$ cat src/rtl/ball_frame_tracker.sv
// ball_frame_tracker: recovers per-frame ball position, validity and
// loss status from the ball-pixel video stream (one pixel per clk).
// Optional velocity output: define BALL_TRACK_VELOCITY_EN.
// Ports:
//   clk, ball_reset         pixel clock, async active-high reset
//   vsync, display_on       sync / active-video qualifiers
//   hpos, vpos              current beam column / row
//   ball_pix                ball graphic bit
//   ball_x, ball_y          top-left ball pixel of last valid frame
//   ball_valid, ball_lost   frame validity, consecutive-miss flag
//   frame_strobe            one-clk pulse while results are reported
//   vel_x, vel_y            signed 4-bit per-frame motion (0 if disabled)
module ball_frame_tracker #(
  parameter int H_BITS     = 9,
  parameter int V_BITS     = 9,
  parameter int MIN_PIXELS = 4,
  parameter int MAX_MISS   = 3
) (
  input  logic              clk,
  input  logic              ball_reset,
  input  logic              vsync,
  input  logic              display_on,
  input  logic [H_BITS-1:0] hpos,
  input  logic [V_BITS-1:0] vpos,
  input  logic              ball_pix,
  output logic [H_BITS-1:0] ball_x,
  output logic [V_BITS-1:0] ball_y,
  output logic              ball_valid,
  output logic              ball_lost,
  output logic              frame_strobe,
  output logic [3:0]        vel_x,
  output logic [3:0]        vel_y
);

  localparam logic [7:0] MIN_CNT  = 8'(MIN_PIXELS);
  localparam logic [2:0] MISS_LIM = 3'(MAX_MISS);

  typedef enum logic [1:0] {
    IDLE,
    SCAN,
    REPORT
  } state_t;

  state_t            state;
  logic              vs_q;
  logic              vs_rise;
  logic              vs_rise_q;
  logic [7:0]        cnt;
  logic [H_BITS-1:0] min_x;
  logic [V_BITS-1:0] min_y;
  logic [2:0]        miss;
  logic [2:0]        miss_next;
  logic              hit;
  logic              frame_ok;

  assign vs_rise = vsync & ~vs_q;

  // The frame boundary is registered once before REPORT, so neither
  // the rise cycle nor the cycle after it contributes pixels.
  assign hit = (state == SCAN) & display_on & ball_pix
             & ~vs_rise & ~vs_rise_q;

  assign frame_ok = (cnt >= MIN_CNT);

  always_comb begin
    miss_next = miss;
    if (frame_ok)
      miss_next = 3'd0;
    else if (miss != 3'd7)
      miss_next = miss + 3'd1;
  end

  always_ff @(posedge clk or posedge ball_reset) begin
    if (ball_reset) begin
      state        <= IDLE;
      vs_q         <= 1'b0;
      vs_rise_q    <= 1'b0;
      cnt          <= 8'd0;
      min_x        <= '1;
      min_y        <= '1;
      miss         <= 3'd0;
      ball_x       <= '0;
      ball_y       <= '0;
      ball_valid   <= 1'b0;
      ball_lost    <= 1'b0;
      frame_strobe <= 1'b0;
    end else begin
      vs_q         <= vsync;
      vs_rise_q    <= (state == SCAN) & vs_rise;
      frame_strobe <= 1'b0;
      unique case (state)
        IDLE: begin
          if (vs_rise)
            state <= SCAN;
        end
        SCAN: begin
          if (hit) begin
            if (cnt != 8'hff)
              cnt <= cnt + 8'd1;
            if (hpos < min_x)
              min_x <= hpos;
            if (cnt == 8'd0)
              min_y <= vpos;
          end
          if (vs_rise_q) begin
            state        <= REPORT;
            frame_strobe <= 1'b1;
          end
        end
        REPORT: begin
          if (frame_ok) begin
            ball_x <= min_x;
            ball_y <= min_y;
          end
          ball_valid <= frame_ok;
          miss       <= miss_next;
          ball_lost  <= (miss_next >= MISS_LIM);
          cnt        <= 8'd0;
          min_x      <= '1;
          min_y      <= '1;
          state      <= SCAN;
        end
        default: state <= IDLE;
      endcase
    end
  end

`ifdef BALL_TRACK_VELOCITY_EN
  logic                     prev_valid;
  logic signed [H_BITS:0]   dx;
  logic signed [V_BITS:0]   dy;

  // One extra bit keeps the difference of two unsigned coords exact.
  assign dx = $signed({1'b0, min_x}) - $signed({1'b0, ball_x});
  assign dy = $signed({1'b0, min_y}) - $signed({1'b0, ball_y});

  function automatic logic [3:0] clamp_h(
    input logic signed [H_BITS:0] d
  );
    if (d > 7)
      return 4'd7;
    else if (d < -8)
      return 4'd8;
    else
      return 4'(d);
  endfunction

  function automatic logic [3:0] clamp_v(
    input logic signed [V_BITS:0] d
  );
    if (d > 7)
      return 4'd7;
    else if (d < -8)
      return 4'd8;
    else
      return 4'(d);
  endfunction

  always_ff @(posedge clk or posedge ball_reset) begin
    if (ball_reset) begin
      prev_valid <= 1'b0;
      vel_x      <= 4'd0;
      vel_y      <= 4'd0;
    end else if (state == REPORT) begin
      prev_valid <= frame_ok;
      if (frame_ok && prev_valid) begin
        vel_x <= clamp_h(dx);
        vel_y <= clamp_v(dy);
      end else begin
        vel_x <= 4'd0;
        vel_y <= 4'd0;
      end
    end
  end
`else
  assign vel_x = 4'd0;
  assign vel_y = 4'd0;
`endif

endmodule
$ cat config.mk
export PLATFORM = sky130hd
export DESIGN_NAME = ball_frame_tracker
export DESIGN_NICKNAME = d
export VERILOG_FILES = /design/src/rtl/ball_frame_tracker.sv
export SDC_FILE = /design/constraint.sdc
export NUM_CORES = 1
export LEC_CHECK = 0
export ABC_AREA = 1
export BUFFER_PORTS_ARGS = -buffer_cell sky130_fd_sc_hd__buf_2
export CAP_MARGIN = 20
export CORE_ASPECT_RATIO = 0.5
export CORE_MARGIN = 2
export CORE_UTILIZATION = 45
export CTS_BUF_LIST = sky130_fd_sc_hd__clkbuf_4
export DETAILED_ROUTE_END_ITERATION = 10
export HOLD_SLACK_MARGIN = 0.08
export PLACE_DENSITY = 0.67
export SLEW_MARGIN = 20
export SYNTH_ARGS = -nofsm -noshare
export SYNTH_HDL_FRONTEND = slang
export SYNTH_SLANG_ARGS = --single-unit
export TNS_END_PERCENT = 5
$ cat constraint.sdc
create_clock -name clk -period 2.2 [get_ports clk]
set_input_delay 0 -clock clk [delete_from_list [all_inputs] [get_ports clk]]
set_output_delay 0 -clock clk [all_outputs]
set_load 0.02 [all_outputs]
==> results of run 1 <==
-- worst min-delay path by stage --
stage | from | end | cells after the start
floorplan | vsync | vs_q | 0
global placement | ball_reset | vs_rise_q | 2
detailed placement | ball_reset | vs_rise_q | 2
CTS | ball_pix | min_x[8] | 5
global route | ball_pix | min_x[8] | 5
finish | ball_pix | min_x[0] | 5
-- metal layers --
layer | part of all wire, % | track usage [%]
met5 | 0 | 0
met4 | 0.90 | 5.508
met3 | 4.4 | 3.272
met2 | 49 | 29.92
met1 | 45 | 22.61
-- critical path, cell delays in order, from the launching register on --
cell     delay (ns)
dfstp_2        0.56
inv_1          0.05
ha_1           0.28
nand2_1        0.08
nor2_1         0.14
nand3_1        0.09
nand3_1        0.10
nand2_1        0.23
nand2_4        0.20
nand2_1        0.07
nand2_1        0.06
-- metrics by stage --
stage                     cells  setup WS [ns]
final                       438         0.2886
after global routing        438         0.1565
after CTS                   438         0.2900
after detailed placement    410         0.3240
after global placement      410         0.3822
after floorplan             303         0.5448
-- layout by cell type (no fill, tap or decap), drive strengths merged, types with 4 or more instances in the layout --
cell	count
ha	11
mux2	10
dlygate4sd3	20
dfstp	18
nand3	19
clkbuf	7
inv	27
nand2	85
nor2	24
o21ai	28
or2	9
conb	8
dfrtp	36
buf	46
xor2	4
-- layout make-up --
| cell class | instances | area [um2] |
|---|---|---|
| sequential | 54 | 1374 |
| multi-input combinational | 206 | 1189 |
| timing repair buffer | 66 | 450.4 |
| inverter | 27 | 101.3 |
| clock buffer | 7 | 52.55 |
| fill | 544 | 2735 |
| clock inverter | 1 | 7.507 |
| tap | 77 | 96.34 |
-- state kept, by name (all words and copies together) (netlist names) --
| register | count |
|---|---|
| state | 2 |
| ball_lost | 1 |
| miss | 3 |
| ball_valid | 1 |
| ball_x | 9 |
| ball_y | 9 |
| frame_strobe | 1 |
| cnt | 8 |
| vs_rise_q | 1 |
| min_y | 9 |
| min_x | 9 |
| vs_q | 1 |
-- cells by family after synthesis --
family | share of synthesized area (%)
AND/OR/NAND/NOR | 22.48
AO/OA/AOI/OAI | 8.432
XOR/XNOR | 1.587
multiplexers | 4.488
flip-flops | 49.77
adder cells (fa/ha/maj) | 4.986
other | 0.1359
buffers and inverters | 8.114
-- power by group through the flow --
| stage | logic (W) | registers [W] | clock network, W |
|---|---|---|---|
| 2_1_floorplan | 0.000991 | 0.00191 | 0 |
| 3_5_place_dp | 0.00155 | 0.00174 | 0 |
| 4_1_cts | 0.00158 | 0.00172 | 0.000477 |
| 5_1_grt | 0.00178 | 0.00178 | 0.000510 |
| 6_report | 0.00155 | 0.00172 | 0.000463 |
| 3_3_place_gp | 0.00150 | 0.00172 | 0 |
-- repair_timing --
item / in CTS / in global routing
hold buffers: 20 / 0
endpoints found under the hold margin: 48 / 0
setup buffers: 0 / 0
==> key figures, run 1 <==
Status
  • Status: complete, no violations

Finish
  • Layout area overhead: 18.50%
  • # diodes: 0
  • Fin nets: 394
  • Final core utilization: 54.46%
  • Share of layout cells above drive strength 1: 32.69%
  • Post-route cell area: 0.003271 mm2

Floorplanning
  • Die area: 0.006814 mm2
  • Initial Util: 45.96%
  • Row cnt: 20
  • IO Pins: 52
  • Die Y-Extent: 59.38 um
  • Die width: 114.8 um
  • Placeable Area: 0.006006 mm2

Drt
  • Via Count: 2103
  • Wirelength per Cell: 12.12 um
  • DR iter-0 viols: 76
  • Routed Antenna Nets: 0
  • Drt first pass iters: 5
  • Vias per cell: 4.801
  • # DRC: 0
  • Detailed Route WL: 5.308 mm

Synthesis
  • Syn Area/Cell: 9.325 um2
  • Area fraction of the dominant cell type after synthesis: 32.64%
  • Synth top cells by count: nand2_1 (79), dfrtp_1 (36), inv_1 (25), nor2_1 (21)
  • Count of cell types in the netlist: 29
  • Register area share after synthesis: 49.77%
  • Area leader, netlist: dfrtp_1
  • Largest cells by area after synthesis: dfrtp_1 (33%), dfstp_2 (17%), nand2_1 (11%)
  • Fraction of registers with async set/reset: 100.0%
  • Top-count cell post-synth: nand2_1
  • Syn Inst Count: 296
  • Post-synth EDFFs: 0
  • Post-synth top flop: dfrtp_1
  • Synth Cell Area: 0.002760 mm2
  • Yosys reg bits: 54
  • Ys Warns: 0

Timing
  • FMAX: 523.2 MHz
  • Final Hold Fails: 0
  • Tmin final: 1.911 ns
  • Clock skew: 0.008212 ns
  • Pins Over Slew Limit: 0
  • Tcrit/Tclk final: 86.88%
  • RSZ-0062 raised after global routing: no
  • Max-slew headroom: 59.81%
  • TNS Setup: 0 ns
  • Slew at the pin with the worst max-slew slack: 0.6020 ns
  • Fin Hold WS: 0.1480 ns
  • Count of final setup violators: 0

Clocking
  • Clk_lat worst skew: 0.39 ns
  • CTS tree: built
  • Clk buf depth: 2
  • CTS clk-pin slew, worst paths: 0.15 ns
  • Post-CTS sizing: 0
  • H-tree Lvls: 2
  • Sink Count: 54
  • CTS Root Cell: clkbuf_4
  • CTS buffer count: 5

Worst setup path
  • Startpoint Class: flop
  • Crit Path Class: reg2reg
  • CP Capture Type: flop
  • Worst R2R Start: min_x[8]
  • CP required: 2.54 ns
  • Critical Path End: min_x[4]
  • Worst Setup SP: min_x[8]
  • Worst r2r dst: min_x[4]
  • Crit path max fanout: 10
  • Reg2Reg Setup Slack: 0.29 ns
  • Crit path arrival time: 2.25 ns
  • Path depth of the worst reg2reg path: 10

Power
  • Clk network pwr share: 12.4%
  • Peak VDD IR: 0.0003401 V
  • Leakage: 1.737 nW
  • Logic pwr share: 41.6%
  • Power per Cell Area: 1141 mW/mm2
  • Total Power: 0.003732 W
  • Sequential share of power: 46.0%
  • NetSw: 0.001488 W
  • Net Sw Frac: 39.88%
  • Internal power: 0.002244 W

Global route
  • Vias in the first global route: 2057
  • Antenna violations before repair: 0
  • First-pass GRT wire length: 9.163 mm
  • Largest net degree at the start of global routing: 29
  • Remaining Overflow, GRT: 0
  • Tot GR Track Use: 17.34%

Hold path
  • Hold crit path type: in2reg

Placed design
  • Number of port buffers: 43
  • Routability congestion estimate: 0.8289
  • Dpl cell area: 0.003010 mm2
  • Hpwl dp: 3.665 mm

Job
  • Maxcap violations: 0
Power figures use the tool's default switching activity.
==> run 2: changes to the inputs <==
Settings changed: ABC_AREA 1 to unset, PLACE_DENSITY 0.67 to 0.7.
Clock period 2.2 ns to 1.65 ns, I/O delays scaled along.
==> run 2 against run 1 <==
The flow now finishes with violations (setup timing). Power is 41% higher. Fmax shrank 4.1%. Critical path depth down 3. Sequential share of layout area shrank 1.9 points. Utilization grew 7.4 points. Count of clock-buffer cells in the layout shrank 2. Highest routed layer unchanged. Hold slack worse by 0.0076 ns. Via count fell by 6.3%. Final area rose by 4.8%. Routed wire length is 4.8% higher. Combinational power up 47%.
==> key figures, run 2 <==
Status
  • Status: finished, violations left (was complete, no violations)
  • Failing checks: setup timing

Drt
  • Via Count: 1971 (was 2103)
  • # DRC: 0 (unchanged)
  • Drt first pass iters: 4 (was 5)
  • Metal-1 WL: 2.578 mm (was 2.399 mm)
  • Detailed Route WL: 5.563 mm (was 5.308 mm)
  • DR iter-0 viols: 51 (was 76)
  • Vias per cell: 5.106 (was 4.801)
  • Metal3 WL: 179 um (was 233 um)
  • Met2 WL: 2.696 mm (was 2.626 mm)
  • Wirelength per Cell: 14.41 um (was 12.12 um)
  • Routed Antenna Nets: 0 (unchanged)
  • Top sig layer: met4 (unchanged)

Synthesis
  • Syn Area/Cell: 11.17 um2 (was 9.325 um2)
  • Post-synthesis compound-gate area fraction: 8.125% (was 8.432%)
  • Synth Cell Area: 0.002602 mm2 (was 0.002760 mm2)
  • Ys Warns: 0 (unchanged)
  • Largest cells by area after synthesis: dfrtp_1 (35%), dfstp_2 (18%), mux2_2 (11%) (was dfrtp_1 (33%), dfstp_2 (17%), nand2_1 (11%))
  • Syn Inst Count: 233 (was 296)
  • Post-synth EDFFs: 0 (unchanged)
  • Simple-Gate Fraction of Synth Area: 14.47% (was 22.48%)
  • Count of cell types in the netlist: 38 (was 29)
  • Yosys reg bits: 54 (unchanged)
  • Largest family of logic cells by synthesized area: simple AND/OR/NAND/NOR gates (unchanged)
  • Top-count cell post-synth: dfrtp_1 (was nand2_1)
  • Post-synth top flop: dfrtp_1 (unchanged)
  • Fraction of registers with async set/reset: 100.0% (unchanged)
  • Area fraction of the dominant cell type after synthesis: 34.62% (was 32.64%)
  • Xor/xnor share of the synthesized area: 1.683% (was 1.587%)
  • Synth top cells by count: dfrtp_1 (36), nor2_1 (33), mux2_2 (26), dfstp_2 (18), a21oi_1 (16) (was nand2_1 (79), dfrtp_1 (36), inv_1 (25), nor2_1 (21))
  • Area leader, netlist: dfrtp_1 (unchanged)
  • Adder-cell share of the synthesized area: 5.288% (was 4.986%)
  • Multiplexer share of the synthesized area: 11.63% (was 4.488%)
  • Register area share after synthesis: 52.79% (was 49.77%)

Finish
  • Fin nets: 346 (was 394)
  • Share of layout cells above drive strength 1: 44.41% (was 32.69%)
  • # diodes: 0 (unchanged)
  • Post-route cell area: 0.003428 mm2 (was 0.003271 mm2)
  • Most common cell after layout, fill and taps aside: buf_2 (was nand2_1)
  • Commonest non-fill, non-tap cells in the layout: buf_2 (43), dfrtp_1 (36), nor2_1 (32) (was nand2_1 (79), buf_2 (43), dfrtp_1 (36))
  • Layout area overhead: 31.73% (was 18.50%)

Worst setup path
  • Crit path max fanout: 5 (was 10)
  • Worst R2R Start: min_x[6] (was min_x[8])
  • Worst path cell trace: inv_2 > ha_4 > nand4_1 > buf_4 > o311ai_4 > buf_6 > mux2_4 (was inv_1 > ha_1 > nand2_1 > nor2_1 > nand3_1 > nand3_1 > nand2_1 > nand2_4 > nand2_1 > nand2_1)
  • Crit path max-delay family: flip-flops (was simple AND/OR/NAND/NOR gates)
  • Worst Setup SP: min_x[6] (was min_x[8])
  • Crit path arrival time: 2.34 ns (was 2.25 ns)
  • Startpoint Class: flop (unchanged)
  • Worst Path Buf+Inv: 3 (was 1)
  • Worst path slowest cell: dfstp_2 (unchanged)
  • CP Capture Type: flop (unchanged)
  • Crit-path max cell delay: 0.58 ns (was 0.56 ns)
  • Crit Path Class: reg2reg (unchanged)
  • CP required: 1.99 ns (was 2.54 ns)

Floorplanning
  • Initial Util: 46.98% (was 45.96%)
  • Row cnt: 19 (was 20)
  • Die Y-Extent: 57.78 um (was 59.38 um)
  • Die width: 111.6 um (was 114.8 um)
  • IO Pins: 52 (unchanged)
  • Placeable Area: 0.005539 mm2 (was 0.006006 mm2)
  • Die area: 0.006445 mm2 (was 0.006814 mm2)

Power
  • Net Sw Frac: 38.02% (was 39.88%)
  • Clk network pwr share: 12.3% (was 12.4%)
  • Power per Cell Area: 1531 mW/mm2 (was 1141 mW/mm2)
  • Internal power: 0.003253 W (was 0.002244 W)
  • Sequential share of power: 44.3% (was 46.0%)
  • Logic pwr share: 43.4% (was 41.6%)
  • Leakage: 1.604 nW (was 1.737 nW)
  • Peak VDD IR: 0.0006815 V (was 0.0003401 V)
  • NetSw: 0.001996 W (was 0.001488 W)

Placed design
  • Routability congestion estimate: 0.7962 (was 0.8289)
  • Number of port buffers: 43 (unchanged)
  • Hpwl dp: 3.537 mm (was 3.665 mm)
  • Dpl cell area: 0.002965 mm2 (was 0.003010 mm2)
  • Post-Place Worst Slack: -0.4363 ns (was 0.3240 ns)

Hold path
  • Hold crit path type: in2async (was in2reg)

Global route
  • First-pass GRT wire length: 9.246 mm (was 9.163 mm)
  • Antenna violations before repair: 0 (unchanged)
  • Vias in the first global route: 2033 (was 2057)
  • Tot GR Track Use: 18.13% (was 17.34%)
  • Largest net degree at the start of global routing: 25 (was 29)
  • Remaining Overflow, GRT: 0 (unchanged)

Timing
  • RSZ-0062 raised after global routing: yes (was no)
  • Final setup margin: -0.3439 ns (was 0.2886 ns)
  • Tcrit/Tclk final: 120.8% (was 86.88%)
  • Count of final setup violators: 9 (was 0)
  • Fin Hold WS: 0.1404 ns (was 0.1480 ns)
  • FMAX: 501.5 MHz (was 523.2 MHz)
  • Tmin final: 1.994 ns (was 1.911 ns)
  • Pins Over Slew Limit: 0 (unchanged)
  • Final Hold Fails: 0 (unchanged)
  • Clock skew: 0.01377 ns (was 0.008212 ns)

Clocking
  • CTS buffer count: 5 (unchanged)
  • Clk_lat worst skew: 0.39 ns (about the same)
  • CTS Root Cell: clkbuf_4 (unchanged)
  • Clk buf depth: 2 (unchanged)
  • H-tree Lvls: 2 (unchanged)
  • CTS tree: built (unchanged)
  • Sink Count: 54 (unchanged)
  • CTS clk-pin slew, worst paths: 0.17 ns (was 0.15 ns)

Job
  • Maxcap violations: 0 (unchanged)
-- run 2: changes by cell type after synthesis, moves of 11 or more --
cell | before | now
nor2_1 | 21 | 33
nand2_1 | 79 | 15
o21ai_2 | 13 | 0
a21oi_1 | 2 | 16
nand3_1 | 18 | 2
o21ai_0 | 14 | 3
mux2_2 | 7 | 26
-- run 2: layout make-up --
| cell class | instances | area, um2 |
|---|---|---|
| clock buffer | 5 | 37.54 |
| clock inverter | 3 | 25.02 |
| fill | 418 | 2111 |
| inverter | 15 | 56.30 |
| multi-input combinational | 156 | 1266 |
| sequential | 54 | 1374 |
| tap | 73 | 91.34 |
| timing repair buffer | 80 | 578.1 |
-- run 2: worst paths after layout --
kind / slack [ns] / to / cells past startpoint
min in group clk: 0.26 / cnt[2] / 4
setup reg to reg: -0.34 / min_x[3] / 7
max in group asynchronous: 0.84 / min_x[2] / 4
hold / removal: 0.14 / ball_valid / 3
hold reg to reg: 0.48 / state[0] / 1
setup / recovery: -0.34 / min_x[3] / 7
-- run 2: per-layer routing --
metal,global-route usage [%],vias to the layer above
met5,0,-
met4,7.937,0
met3,3.556,11
met2,30.84,46
met1,23.25,976
li1,-,938
-- run 2: cell families after synthesis --
kind of cell / Yosys count
fa+ha+maj: 11
simple gates: 74
flops: 54
other cells: 1
mux: 27
buf+inv: 30
xor+xnor: 5
compound gates: 31
-- run 2: power by group through the flow --
stage	Sequential (W)	Combinational [W]	Clock, W
final	0.00232	0.00228	0.000645
after global routing	0.00240	0.00248	0.000718
after floorplan	0.00255	0.00109	0
after detailed placement	0.00233	0.00196	0
after CTS	0.00232	0.00221	0.000655
after global placement	0.00229	0.00189	0
-- run 2: worst reg2reg max path, delay by kind of cell (launching register included) --
family                   cells  cell delay (ns)
adder cells (fa/ha/maj)      1             0.26
AO/OA/AOI/OAI                1             0.25
buffers and inverters        3             0.41
flip-flops                   1             0.58
multiplexers                 1             0.31
AND/OR/NAND/NOR              1             0.13
-- run 2: per-stage QoR --
step	power (W)	util [%]	instances	setup TNS (ns)
2_1_floorplan	0.003647	-	240	-2.364
3_3_place_gp	0.004187	53.54	354	-3.520
3_5_place_dp	0.004289	53.54	354	-3.704
4_1_cts	0.005185	61.03	385	-2.316
5_1_grt	0.005602	61.89	386	-3.251
6_report	0.005249	61.89	386	-2.903
-- run 2: timing repair --
item	4_1_cts	5_1_grt
endpoints found under the setup margin	9	21
hold endpoints to repair	61	0
hold buffers	21	0
setup buffers	2	1
cloned	0	0
pin swaps	7	7
resized for setup	27	8
